<file path="src/rtl/alu_seq.sv">
// alu_seq: clocked ALU with a Start/Done handshake, an N/Z/C/V flag register,
// iterative 1-bit-per-cycle shifts and a shift-add multiplier.
// Ports:
//   clk, rst_n      clock (rising edge) and asynchronous active-low reset
//   Start           request, accepted only while Busy=0
//   CtrlFunc, A, B  operation select and operands, sampled with Start
//   Busy            high while a multi-cycle op runs (RUN and its FIN cycle)
//   Done            one-cycle pulse; Result/Flags valid in the same cycle
//   Result          registered result, held until the next Done
//   Flags           registered {N,Z,C,V}, held between updates
module alu_seq #(
    parameter int unsigned WIDTH         = 32,
    parameter bit          FLAGS_ALL_OPS = 1'b0
) (
    input  logic             clk,
    input  logic             rst_n,
    input  logic             Start,
    input  logic [3:0]       CtrlFunc,
    input  logic [WIDTH-1:0] A,
    input  logic [WIDTH-1:0] B,
    output logic             Busy,
    output logic             Done,
    output logic [WIDTH-1:0] Result,
    output logic [3:0]       Flags
);

    localparam int unsigned SW   = $clog2(WIDTH);
    localparam int unsigned CW   = $clog2(WIDTH + 1);
    localparam int unsigned HALF = WIDTH / 2;
    localparam int unsigned MSB  = WIDTH - 1;

    localparam logic [3:0] OP_ADD = 4'd3;
    localparam logic [3:0] OP_SUB = 4'd4;
    localparam logic [3:0] OP_CMP = 4'd5;
    localparam logic [3:0] OP_SLL = 4'd8;
    localparam logic [3:0] OP_SRL = 4'd9;
    localparam logic [3:0] OP_SRA = 4'd10;
    localparam logic [3:0] OP_MUL = 4'd11;

    typedef enum logic [1:0] {IDLE, RUN, FIN} state_t;

    state_t             state_q, state_d;
    logic [3:0]         op_q, op_d;
    logic [WIDTH-1:0]   opa_q, opa_d;
    logic [WIDTH-1:0]   opb_q, opb_d;
    logic [WIDTH-1:0]   acc_q, acc_d;
    logic [CW-1:0]      cnt_q, cnt_d;
    logic [WIDTH-1:0]   result_q, result_d;
    logic [3:0]         flags_q, flags_d;
    logic               busy_q, busy_d;
    logic               done_q, done_d;

    // single-cycle datapath on the live inputs
    logic [WIDTH:0]     sum_w, dif_w;
    logic [WIDTH-1:0]   one_res;
    logic               one_c, one_v, one_multi, one_fwr;
    logic [SW-1:0]      shamt;

    // one iteration of the running multi-cycle op
    logic [WIDTH-1:0]   step_val, step_acc, fin_res;
    logic               step_c, fin_c;

    assign Busy   = busy_q;
    assign Done   = done_q;
    assign Result = result_q;
    assign Flags  = flags_q;

    function automatic logic [3:0] mk_flags(input logic [WIDTH-1:0] r,
                                            input logic c, input logic v);
        return {r[MSB], (r == '0), c, v};
    endfunction

    // result, carry and overflow of an op that completes in its accept cycle
    always_comb begin
        sum_w     = {1'b0, A} + {1'b0, B};
        dif_w     = {1'b0, A} - {1'b0, B};
        shamt     = B[SW-1:0];
        one_res   = '0;
        one_c     = 1'b0;
        one_v     = 1'b0;
        one_multi = 1'b0;
        one_fwr   = FLAGS_ALL_OPS ? (CtrlFunc < 4'd12) : (CtrlFunc == OP_CMP);
        case (CtrlFunc)
            4'd0:   one_res = A & B;
            4'd1:   one_res = A | B;
            4'd2:   one_res = A ^ B;
            OP_ADD: begin
                one_res = sum_w[WIDTH-1:0];
                one_c   = sum_w[WIDTH];
                one_v   = (A[MSB] == B[MSB]) && (sum_w[MSB] != A[MSB]);
            end
            OP_SUB, OP_CMP: begin
                one_res = dif_w[WIDTH-1:0];
                one_c   = ~dif_w[WIDTH];
                one_v   = (A[MSB] != B[MSB]) && (dif_w[MSB] != A[MSB]);
            end
            4'd6:   one_res = ~A;
            4'd7:   one_res = {A[HALF-1:0], {HALF{1'b0}}};
            OP_SLL, OP_SRL, OP_SRA: begin
                one_res   = A;
                one_multi = (shamt != '0);
            end
            OP_MUL: one_multi = 1'b1;
            default: one_res = '0;
        endcase
    end

    // one shift step (shift ops) or one shift-add step (MUL)
    always_comb begin
        step_acc = acc_q + (opb_q[0] ? opa_q : '0);
        step_val = opa_q << 1;
        step_c   = opa_q[MSB];
        case (op_q)
            OP_SRL: begin
                step_val = opa_q >> 1;
                step_c   = opa_q[0];
            end
            OP_SRA: begin
                step_val = {opa_q[MSB], opa_q[WIDTH-1:1]};
                step_c   = opa_q[0];
            end
            default: ;
        endcase
        fin_res = (op_q == OP_MUL) ? step_acc : step_val;
        fin_c   = (op_q == OP_MUL) ? 1'b0 : step_c;
    end

    // next-state and register-input logic
    always_comb begin
        state_d  = state_q;
        op_d     = op_q;
        opa_d    = opa_q;
        opb_d    = opb_q;
        acc_d    = acc_q;
        cnt_d    = cnt_q;
        result_d = result_q;
        flags_d  = flags_q;
        busy_d   = busy_q;
        done_d   = 1'b0;
        case (state_q)
            RUN: begin
                cnt_d = cnt_q - CW'(1);
                if (op_q == OP_MUL) begin
                    acc_d = step_acc;
                    opa_d = opa_q << 1;
                    opb_d = opb_q >> 1;
                end else begin
                    opa_d = step_val;
                end
                if (cnt_q == CW'(1)) begin
                    state_d  = FIN;
                    result_d = fin_res;
                    if (FLAGS_ALL_OPS) begin
                        flags_d = mk_flags(fin_res, fin_c, 1'b0);
                    end
                    done_d = 1'b1;
                end
            end
            default: begin
                // IDLE, and FIN after a single-cycle op (Busy=0), accept Start
                state_d = IDLE;
                busy_d  = 1'b0;
                if (Start && !busy_q) begin
                    op_d = CtrlFunc;
                    if (one_multi) begin
                        state_d = RUN;
                        busy_d  = 1'b1;
                        opa_d   = A;
                        opb_d   = B;
                        acc_d   = '0;
                        cnt_d   = (CtrlFunc == OP_MUL) ? CW'(WIDTH) : CW'(shamt);
                    end else begin
                        state_d  = FIN;
                        result_d = one_res;
                        if (one_fwr) begin
                            flags_d = mk_flags(one_res, one_c, one_v);
                        end
                        done_d = 1'b1;
                    end
                end
            end
        endcase
    end

    // state and datapath registers
    always_ff @(posedge clk or negedge rst_n) begin
        if (!rst_n) begin
            state_q  <= IDLE;
            op_q     <= '0;
            opa_q    <= '0;
            opb_q    <= '0;
            acc_q    <= '0;
            cnt_q    <= '0;
            result_q <= '0;
            flags_q  <= '0;
            busy_q   <= 1'b0;
            done_q   <= 1'b0;
        end else begin
            state_q  <= state_d;
            op_q     <= op_d;
            opa_q    <= opa_d;
            opb_q    <= opb_d;
            acc_q    <= acc_d;
            cnt_q    <= cnt_d;
            result_q <= result_d;
            flags_q  <= flags_d;
            busy_q   <= busy_d;
            done_q   <= done_d;
        end
    end

endmodule
</file>
<file path="config.mk">
export PLATFORM = sky130hd
export DESIGN_NAME = alu_seq
export DESIGN_NICKNAME = d
export VERILOG_FILES = /design/src/rtl/alu_seq.sv
export SDC_FILE = /design/constraint.sdc
export NUM_CORES = 1
export LEC_CHECK = 0
export ABC_AREA = 1
export ABC_CLOCK_PERIOD_IN_PS = 3550
export CAP_MARGIN = 20
export CORE_MARGIN = 2
export CORE_UTILIZATION = 45
export CTS_CLUSTER_SIZE = 8
export DETAILED_ROUTE_END_ITERATION = 12
export HOLD_SLACK_MARGIN = 0.06
export PLACE_DENSITY = 0.63
export SETUP_SLACK_MARGIN = 0.15
export SLEW_MARGIN = 20
export SYNTH_ARGS = -nofsm -noshare
export SYNTH_HDL_FRONTEND = slang
export SYNTH_SLANG_ARGS = --single-unit
</file>
<file path="constraint.sdc">
create_clock -name clk -period 3.55 [get_ports clk]
set_clock_uncertainty 0.05 [all_clocks]
set_input_delay 0.5325 -clock clk [delete_from_list [all_inputs] [get_ports clk]]
set_output_delay 0.5325 -clock clk [all_outputs]
set_load 0.02 [all_outputs]
</file>
==> summary.txt, run 1 <==
Route
  • DRT iter0 DRCs: 2205
  • Final wirelength: around 74 mm
  • DR vias/cell: about 5.7
  • Routed len/inst: 21.56 um
  • Remaining routing DRC violations: 0
  • First-pass DRT Iterations: 7
  • Vias: 19420
  • ANT nets after route: 0

Clock network
  • Worst-path clk slew: about 0.06 ns
  • TritonCTS buffer count: 17
  • CTS tree: built
  • Setup repair bufs after CTS: 0
  • Largest buffer count on any clock path: 2
  • Root Buffer: clkbuf_16
  • Clk sinks: 146
  • Worst-Skew Late Latency: between 0.4 and 0.5 ns
  • H-tree depth: 4

Synthesis
  • Synthesized area: 16170 um2
  • Commonest register cell after synthesis: dfrtp_1
  • Post-Synthesis Cells: 2620
  • Largest family of logic cells by synthesized area: simple AND/OR/NAND/NOR gates
  • Avg Inst Size Synth: 6.173 um2
  • Synth Area in Simple Gates: between 30% and 40%
  • Area leader, netlist: dfrtp_1
  • #FFs+latches synth: 146
  • Post-Synth Adder-Cell Area: 11.05%
  • Synth area leaders: dfrtp_1 (23%), nand2_1 (18%), ha_1 (11%), inv_1 (9.8%), nand3_1 (6.1%)
  • Synth Area in Compound Gates: 17.69%
  • FFs w/ async S/R, synth: 100.0%
  • Syn_nets: roughly 2800
  • Synth top area share: 22.59%
  • Number of flops mapped to enable cells by yosys: 0
  • Yosys warns: 0
  • Synth unique cells: 50
  • Post-synthesis mux area share: 0%
  • Post-synthesis sequential area ratio: between 20% and 30%
  • Post-synthesis xor/xnor area fraction: between 1 and 1.5%

Global routing
  • Initial antenna violation count: 1
  • Total gr overflow: 0
  • Largest net degree at the start of global routing: 54
  • Number of global-route vias before repair: 18600
  • Global-route wire length before repair: 111.0 mm
  • GRT Total Usage: 38.89%

Power and ir drop
  • Total power: 9.675 mW
  • Leakage: 10.96 nW
  • P per Cell Area: between 400 and 500 nW/um2
  • Worst vdd ir: between 400 and 500 uV

Critical path
  • Critical path's slowest cell: clkdlybuf4s50_1
  • FF-to-FF Start: opb_q[0]$_DFFE_PN0P_
  • Worst stage delay on the critical path: roughly 0.52 ns
  • CP Capture Type: flop
  • Crit. path cell count: 15
  • CP Launch Type: primary input
  • CP endpoint: Result[30]$_DFFE_PN0P_
  • CP Buf/Inv Count: 4
  • Worst Setup SP: A[24]
  • Most used cell, CP: nand2_1
  • Cell family with most CP delay: simple AND/OR/NAND/NOR gates
  • CP Class: primary input to flop
  • Req. time, crit path: approximately 3.8 ns
  • Crit path DAT: between 3 and 4 ns
  • Worst reg2reg path endpoint: Result[28]$_DFFE_PN0P_
  • Reg2reg path depth: 15
  • CP cell instances: clkdlybuf4s50_1, inv_1, ha_1, buf_4, nor2_1, nand2_1, nor4_2, nand2_2, nand2_1, nand2_1, nand3_1, nand2_1, o21ai_1, buf_4, a31oi_1
  • Crit Path Max Fanout: 5
  • Worst reg2reg setup slack: 0.50 ns

Timing
  • Max-slew violations: 0
  • Relative slew slack: 53.21%
  • RSZ-0062 raised after global routing: yes
  • Worst-Margin Slew: 0.7018 ns
  • Setup Viol. Count Final: 0
  • F_max: 0.3029 GHz
  • Period utilization: a little over 90%
  • Crit path time final: 3.301 ns
  • Hold Vio Cnt, Final: 0

Cells and area
  • Synth-to-layout area growth: 25.63%
  • Share of layout cells above drive strength 1: 13.47%
  • Fill cells: 3532
  • Register area: between 3000 and 4000 um2
  • Multi-input logic area: 10350 um2
  • Finished Core Util: between 50 and 60%
  • Post-layout net count: 3161

Floorplan
  • Chip width: a little under 200 um
  • Placeable Area: around 35000 um2
  • Die height: 193.6 um
  • Die footprint: 37470 um2
  • # rows: 69
  • Effective utilization at floorplan: 45.58%
  • Num ports: 109

Hold path
  • Worst Hold Class: flop to flop

Placement
  • HPWL Detailed: 60.36 mm
  • Port Buf Inserts: 108
  • Gpl congestion: around 1.1

Outcome
  • Run status: complete, no violations

Flow run
  • Max cap viols: 0
[kinds of logic after synthesis]
logic type,Yosys count
AND/OR/NAND/NOR,1325
buffers and inverters,539
AO/OA/AOI/OAI,450
flip-flops,146
adder cells (fa/ha/maj),141
XOR/XNOR,19
[placed cells by master, fill, tap and decap left out, types with 9 or more instances in the layout]
master           count
a41oi_1             21
buf_4              292
nor3_1              28
a31oi_1             17
nor2_2              14
a21o_1              10
o21ai_0            100
o211ai_1            31
inv_1              423
inv_2               15
a211oi_1            12
buf_12               9
nand2_2             14
a21oi_1            115
xor2_1              13
ha_1               138
nand2_1            780
nand4_1             31
nand3_1            196
clkbuf_16           17
nor2_1             230
o221ai_1            46
clkdlybuf4s50_1    107
dfrtp_1            146
o21bai_1            36
o22ai_1             32
[cell type report]
type	count	area share, %
diodes	2	0.02463
clock buffers	19	2.180
clock inverters	13	0.8436
inverters	439	8.116
multi-input cells	1935	50.96
flip-flops and latches	146	17.98
well taps	461	2.839
repair buffers	410	17.05
[synthesized netlist by cell type (3+ instances only)]
cell type    n
o21ai_0    103
a22oi_1      4
inv_1      423
a41oi_1     21
xor2_1      13
nor3_1      28
buf_1        8
a31oi_1     17
nand3_2      3
nand2_1    783
o211ai_1    31
dfrtp_1    146
o221ai_1    46
clkbuf_1    30
o2111ai_1    5
and2_1       3
nand3b_1     6
ha_1       138
fa_1         3
nor3_2       4
xnor2_1      6
nand2_2     11
a211oi_1    12
nand3_1    196
o21bai_1    36
buf_4       19
o21ai_1      5
nand4_1     31
a21o_1      10
nor4_1       6
inv_2       16
buf_2       33
nor2_2       9
buf_6        9
a21oi_1    115
or2_2        7
nor2_1     235
o22ai_1     33
a21oi_2      5
[how the worst min path moves through the flow]
stage,startpoint,to,slack [ns],cells after the start
final,opb_q[4]$_DFFE_PN0P_,opb_q[4]$_DFFE_PN0P_,0.44,2
after global routing,opb_q[2]$_DFFE_PN0P_,opb_q[2]$_DFFE_PN0P_,0.46,2
after CTS,opb_q[4]$_DFFE_PN0P_,opb_q[4]$_DFFE_PN0P_,0.43,2
after detailed placement,opb_q[4]$_DFFE_PN0P_,opb_q[4]$_DFFE_PN0P_,0.42,2
after global placement,acc_q[0]$_DFFE_PN0P_,acc_q[0]$_DFFE_PN0P_,0.41,2
after floorplan,rst_n,Busy$_DFFE_PN0N_,0.19,0
[through the flow]
stage,area (um2),setup TNS [ns],setup WS [ns],std cells,hold slack [ns]
2_1_floorplan,16170,0,1.004,2620,0.1869
3_3_place_gp,19670,-1.654,-0.5195,3390,0.4140
3_5_place_dp,19670,-1.119,-0.3764,3390,0.4194
4_1_cts,20300,0,0.1917,3423,0.4348
5_1_grt,20310,0,0.1454,3423,0.4574
6_report,20320,0,0.2488,3425,0.4366
[state kept, by name (all words and copies together) (netlist names)]
| signal | flops |
|---|---|
| Busy | 1 |
| Done | 1 |
| Flags | 4 |
| Result | 32 |
| acc_q | 32 |
| cnt_q | 6 |
| op_q | 4 |
| opa_q | 32 |
| opb_q | 32 |
| state_q | 2 |
[per-layer routing]
layer	routed length (um)	part of all wire, %	vias up	global-route usage (%)
met5	0	0	-	0
met4	3577	4.8	0	16.68
met3	6771	9.2	188	7.357
met2	32660	44	1017	62.35
met1	30830	42	9064	51.18
li1	-	-	9155	-
[repair_timing]
action                                  CTS  global route
hold buffers                              1             0
endpoints found under the setup margin    1             5
cloned                                    0             0
hold endpoints to repair                 50             0
gates resized for setup                   1             8
[tightest hold or removal path: stages, from the launching register on]
cell and delay, ns:
dfrtp_1 0.35, nand2_1 0.06, nand2_1 0.05
[power by group]
| part | switching [mW] | total, mW | internal, mW | leakage, nW |
|---|---|---|---|---|
| clock | 0.852 | 1.99 | 1.14 | 0.301 |
| sequential | 0.427 | 2.73 | 2.30 | 1.84 |
| combinational | 3.05 | 4.96 | 1.90 | 8.82 |
Power figures use the tool's default switching activity.
==> inputs of run 2 (changes only) <==
--- a/config.mk
+++ b/config.mk
@@ -14,6 +14,7 @@
 export DETAILED_ROUTE_END_ITERATION = 12
 export HOLD_SLACK_MARGIN = 0.06
 export PLACE_DENSITY = 0.63
+export RECOVER_POWER = 100
 export SETUP_SLACK_MARGIN = 0.15
 export SLEW_MARGIN = 20
 export SYNTH_ARGS = -nofsm -noshare
==> run 2 against run 1 <==
Compared with the run above: the run now ends with max-capacitance violations, max-slew violations left; via count is 0.18% higher; routed wire length shrank 0.34%; sequential cell count stayed put; count of clock-buffer cells in the layout is the same; critical path type unchanged; critical endpoint unchanged; largest cell class unchanged; final area down 0.36%; die area is the same; first-iteration DRC count up 2.5%; hold slack hardly changed; critical path depth decreased by 1; sequential power is essentially flat; power shrank 1.2%.
==> summary.txt, run 2 (same netlist as run 1, synthesis figures left out) <==
Placement
  • Port Buf Inserts: 108 (unchanged)
  • Gpl congestion: 1.054 (unchanged)
  • Worst slack, placed: -0.3764 ns (unchanged)
  • Post-Place Cell Area: 19670 um2 (unchanged)
  • HPWL Detailed: 60.36 mm (unchanged)

Cells and area
  • Commonest non-fill, non-tap cell in the layout: nand2_1
  • Synth-to-layout area growth: 25.18%
  • Register area: 3654 um2 (unchanged)
  • Post-layout net count: 3161 (unchanged)
  • Most frequent cells in the layout: nand2_1 (782), inv_1 (425), buf_4 (278)
  • Finished Core Util: 57.06% (-0.20 points)
  • Multi-input logic area: 10340 um2 (-0.13%)
  • Fill cells: 3555 (+0.65%)
  • Share of layout cells above drive strength 1: 13.00% (-0.47 points)
  • Post-Layout Inst Area: 20250 um2 (-0.36%)

Clock network
  • Clk sinks: 146 (unchanged)
  • TritonCTS buffer count: 17 (unchanged)
  • Largest buffer count on any clock path: 2 (unchanged)
  • H-tree depth: 4 (unchanged)
  • Worst-path clk slew: 0.06 ns (about the same)
  • CTS tree: built
  • Worst-Skew Late Latency: 0.45 ns (about the same)
  • Root Buffer: clkbuf_16

Critical path
  • Most used cell, CP: nand2_1
  • CP Buf/Inv Count: 3 (-1)
  • Req. time, crit path: 3.83 ns (about the same)
  • Critical path's slowest cell: dlygate4sd3_1
  • Crit path DAT: 3.69 ns (+0.10 ns)
  • CP Launch Type: primary input
  • CP cell instances: dlygate4sd3_1, inv_1, ha_1, nor2_1, nand2_1, nor4_2, nand2_2, nand2_1, nand2_1, nand3_1, nand2_1, o21ai_0, buf_4, a31oi_1
  • CP Capture Type: flop
  • Cell family with most CP delay: simple AND/OR/NAND/NOR gates
  • CP Class: primary input to flop
  • Worst stage delay on the critical path: 0.62 ns (+0.10 ns)
  • Crit Path Max Fanout: 6 (+1)

Global routing
  • GRT Total Usage: 38.89% (unchanged)
  • Largest net degree at the start of global routing: 54 (unchanged)
  • Global-route wire length before repair: 111.0 mm (unchanged)
  • Initial antenna violation count: 1 (unchanged)
  • Number of global-route vias before repair: 18600 (unchanged)
  • Total gr overflow: 0 (unchanged)

Power and ir drop
  • Share of total power in sequential cells: 28.4% (+0.2 points)
  • Combinational power share: 50.8% (-0.4 points)
  • Net switching power: 4.309 mW (-0.53%)
  • Internal Power: 5.250 mW (-1.7%)
  • Switching share of total power: 45.08% (+0.30 points)
  • Clock share of power: 20.8% (+0.2 points)
  • Leakage: 10.94 nW (-0.22%)
  • P per Cell Area: 472.1 nW/um2 (-0.85%)
  • Worst vdd ir: 450.0 uV (-3.3%)

Timing
  • F_max: 0.2933 GHz (-3.2%)
  • Setup Viol. Count Final: 0 (unchanged)
  • Max-slew violations: 53 (+53)
  • Crit path time final: 3.409 ns (+0.1078 ns)
  • Worst-Margin Slew: 1.604 ns (+0.9024 ns)
  • Relative slew slack: -6.949% (-60 points)
  • Hold Vio Cnt, Final: 0 (unchanged)
  • Hold_ws: 0.4370 ns (+0.0003280 ns)
  • Period utilization: 96.03% (+3.0 points)
  • Final Worst Setup Slack: 0.1410 ns (-0.1078 ns)
  • RSZ-0062 raised after global routing: yes
  • Sum Neg Setup Slack: 0 ns (unchanged)

Floorplan
  • Num ports: 109 (unchanged)
  • Placeable Area: 35480 um2 (unchanged)
  • Die height: 193.6 um (unchanged)
  • Chip width: 193.6 um (unchanged)
  • # rows: 69 (unchanged)
  • Effective utilization at floorplan: 45.58% (unchanged)
  • Die footprint: 37470 um2 (unchanged)

Flow run
  • Max cap viols: 1 (+1)

Route
  • DRT iter0 DRCs: 2261 (+2.5%)
  • Final wirelength: 73.59 mm (-0.34%)
  • Vias: 19460 (+0.18%)
  • DR vias/cell: 5.681 (+0.18%)
  • Routed len/inst: 21.48 um (-0.34%)
  • First-pass DRT Iterations: 6 (-1)
  • ANT nets after route: 0 (unchanged)
  • Remaining routing DRC violations: 0 (unchanged)

Outcome
  • Failing checks: max-capacitance violations, max-slew violations
  • Run status: complete, but fails checks

Hold path
  • Worst Hold Class: flop to flop
==> run 2: power by group through the flow <==
stage / Sequential (mW) / Clock, mW / Combinational, mW
finish: 2.71 / 1.99 / 4.85
global route: 2.77 / 2.07 / 5.31
CTS: 2.71 / 2.01 / 4.87
detailed placement: 2.74 / 0 / 4.83
global placement: 2.72 / 0 / 4.75
floorplan: 2.84 / 0 / 2.65
==> run 2: path summary, 6_finish.rpt <==
path	depth (start not counted)	end	startpoint	slack [ns]
max reg2reg	12	Result[27]$_DFFE_PN0P_	opb_q[0]$_DFFE_PN0P_	0.31
min reg2reg	2	opb_q[2]$_DFFE_PN0P_	opb_q[2]$_DFFE_PN0P_	0.44
max	14	Result[30]$_DFFE_PN0P_	B[20]	0.14
max in group asynchronous	3	Result[5]$_DFFE_PN0P_	rst_n	0.98
min	2	opb_q[2]$_DFFE_PN0P_	opb_q[2]$_DFFE_PN0P_	0.44
min in group asynchronous	2	opb_q[10]$_DFFE_PN0P_	rst_n	0.96
==> run 2: cell type report <==
cell class	instances	share of cell area, %
multi-input cells	1935	51.08
repair buffers	410	16.82
inverters	439	8.145
flip-flops and latches	146	18.05
clock buffers	19	2.188
diodes	2	0.02472
clock inverters	13	0.8467
well taps	461	2.849
==> run 2: per-layer routing <==
metal | GRT usage (%) | vias up | wire [um]
met5 | 0 | - | 0
met4 | 16.68 | 0 | 3503
met3 | 7.357 | 186 | 6401
met2 | 62.35 | 961 | 32660
met1 | 51.18 | 9143 | 31020
li1 | - | 9168 | -
==> run 2: what timing repair did <==
item                                    in CTS  in global routing
gates cloned                                 0                  0
hold endpoints to repair                    50                  0
resized for setup                            1                  8
buffers inserted                             0                  0
hold buffers                                 1                  0
endpoints found under the setup margin       1                  5
==> run 2: through the flow <==
| stage | std cells | total power, mW |
|---|---|---|
| after global placement | 3390 | 7.471 |
| after CTS | 3423 | 9.589 |
| after detailed placement | 3390 | 7.570 |
| after global routing | 3423 | 10.15 |
| final | 3425 | 9.559 |
| after floorplan | 2620 | 5.488 |
==> run 2: worst min-delay path, stage by stage (launching register included) <==
cell and delay, ns:
dfrtp_1 0.34, nand2_1 0.05, nand2_1 0.06
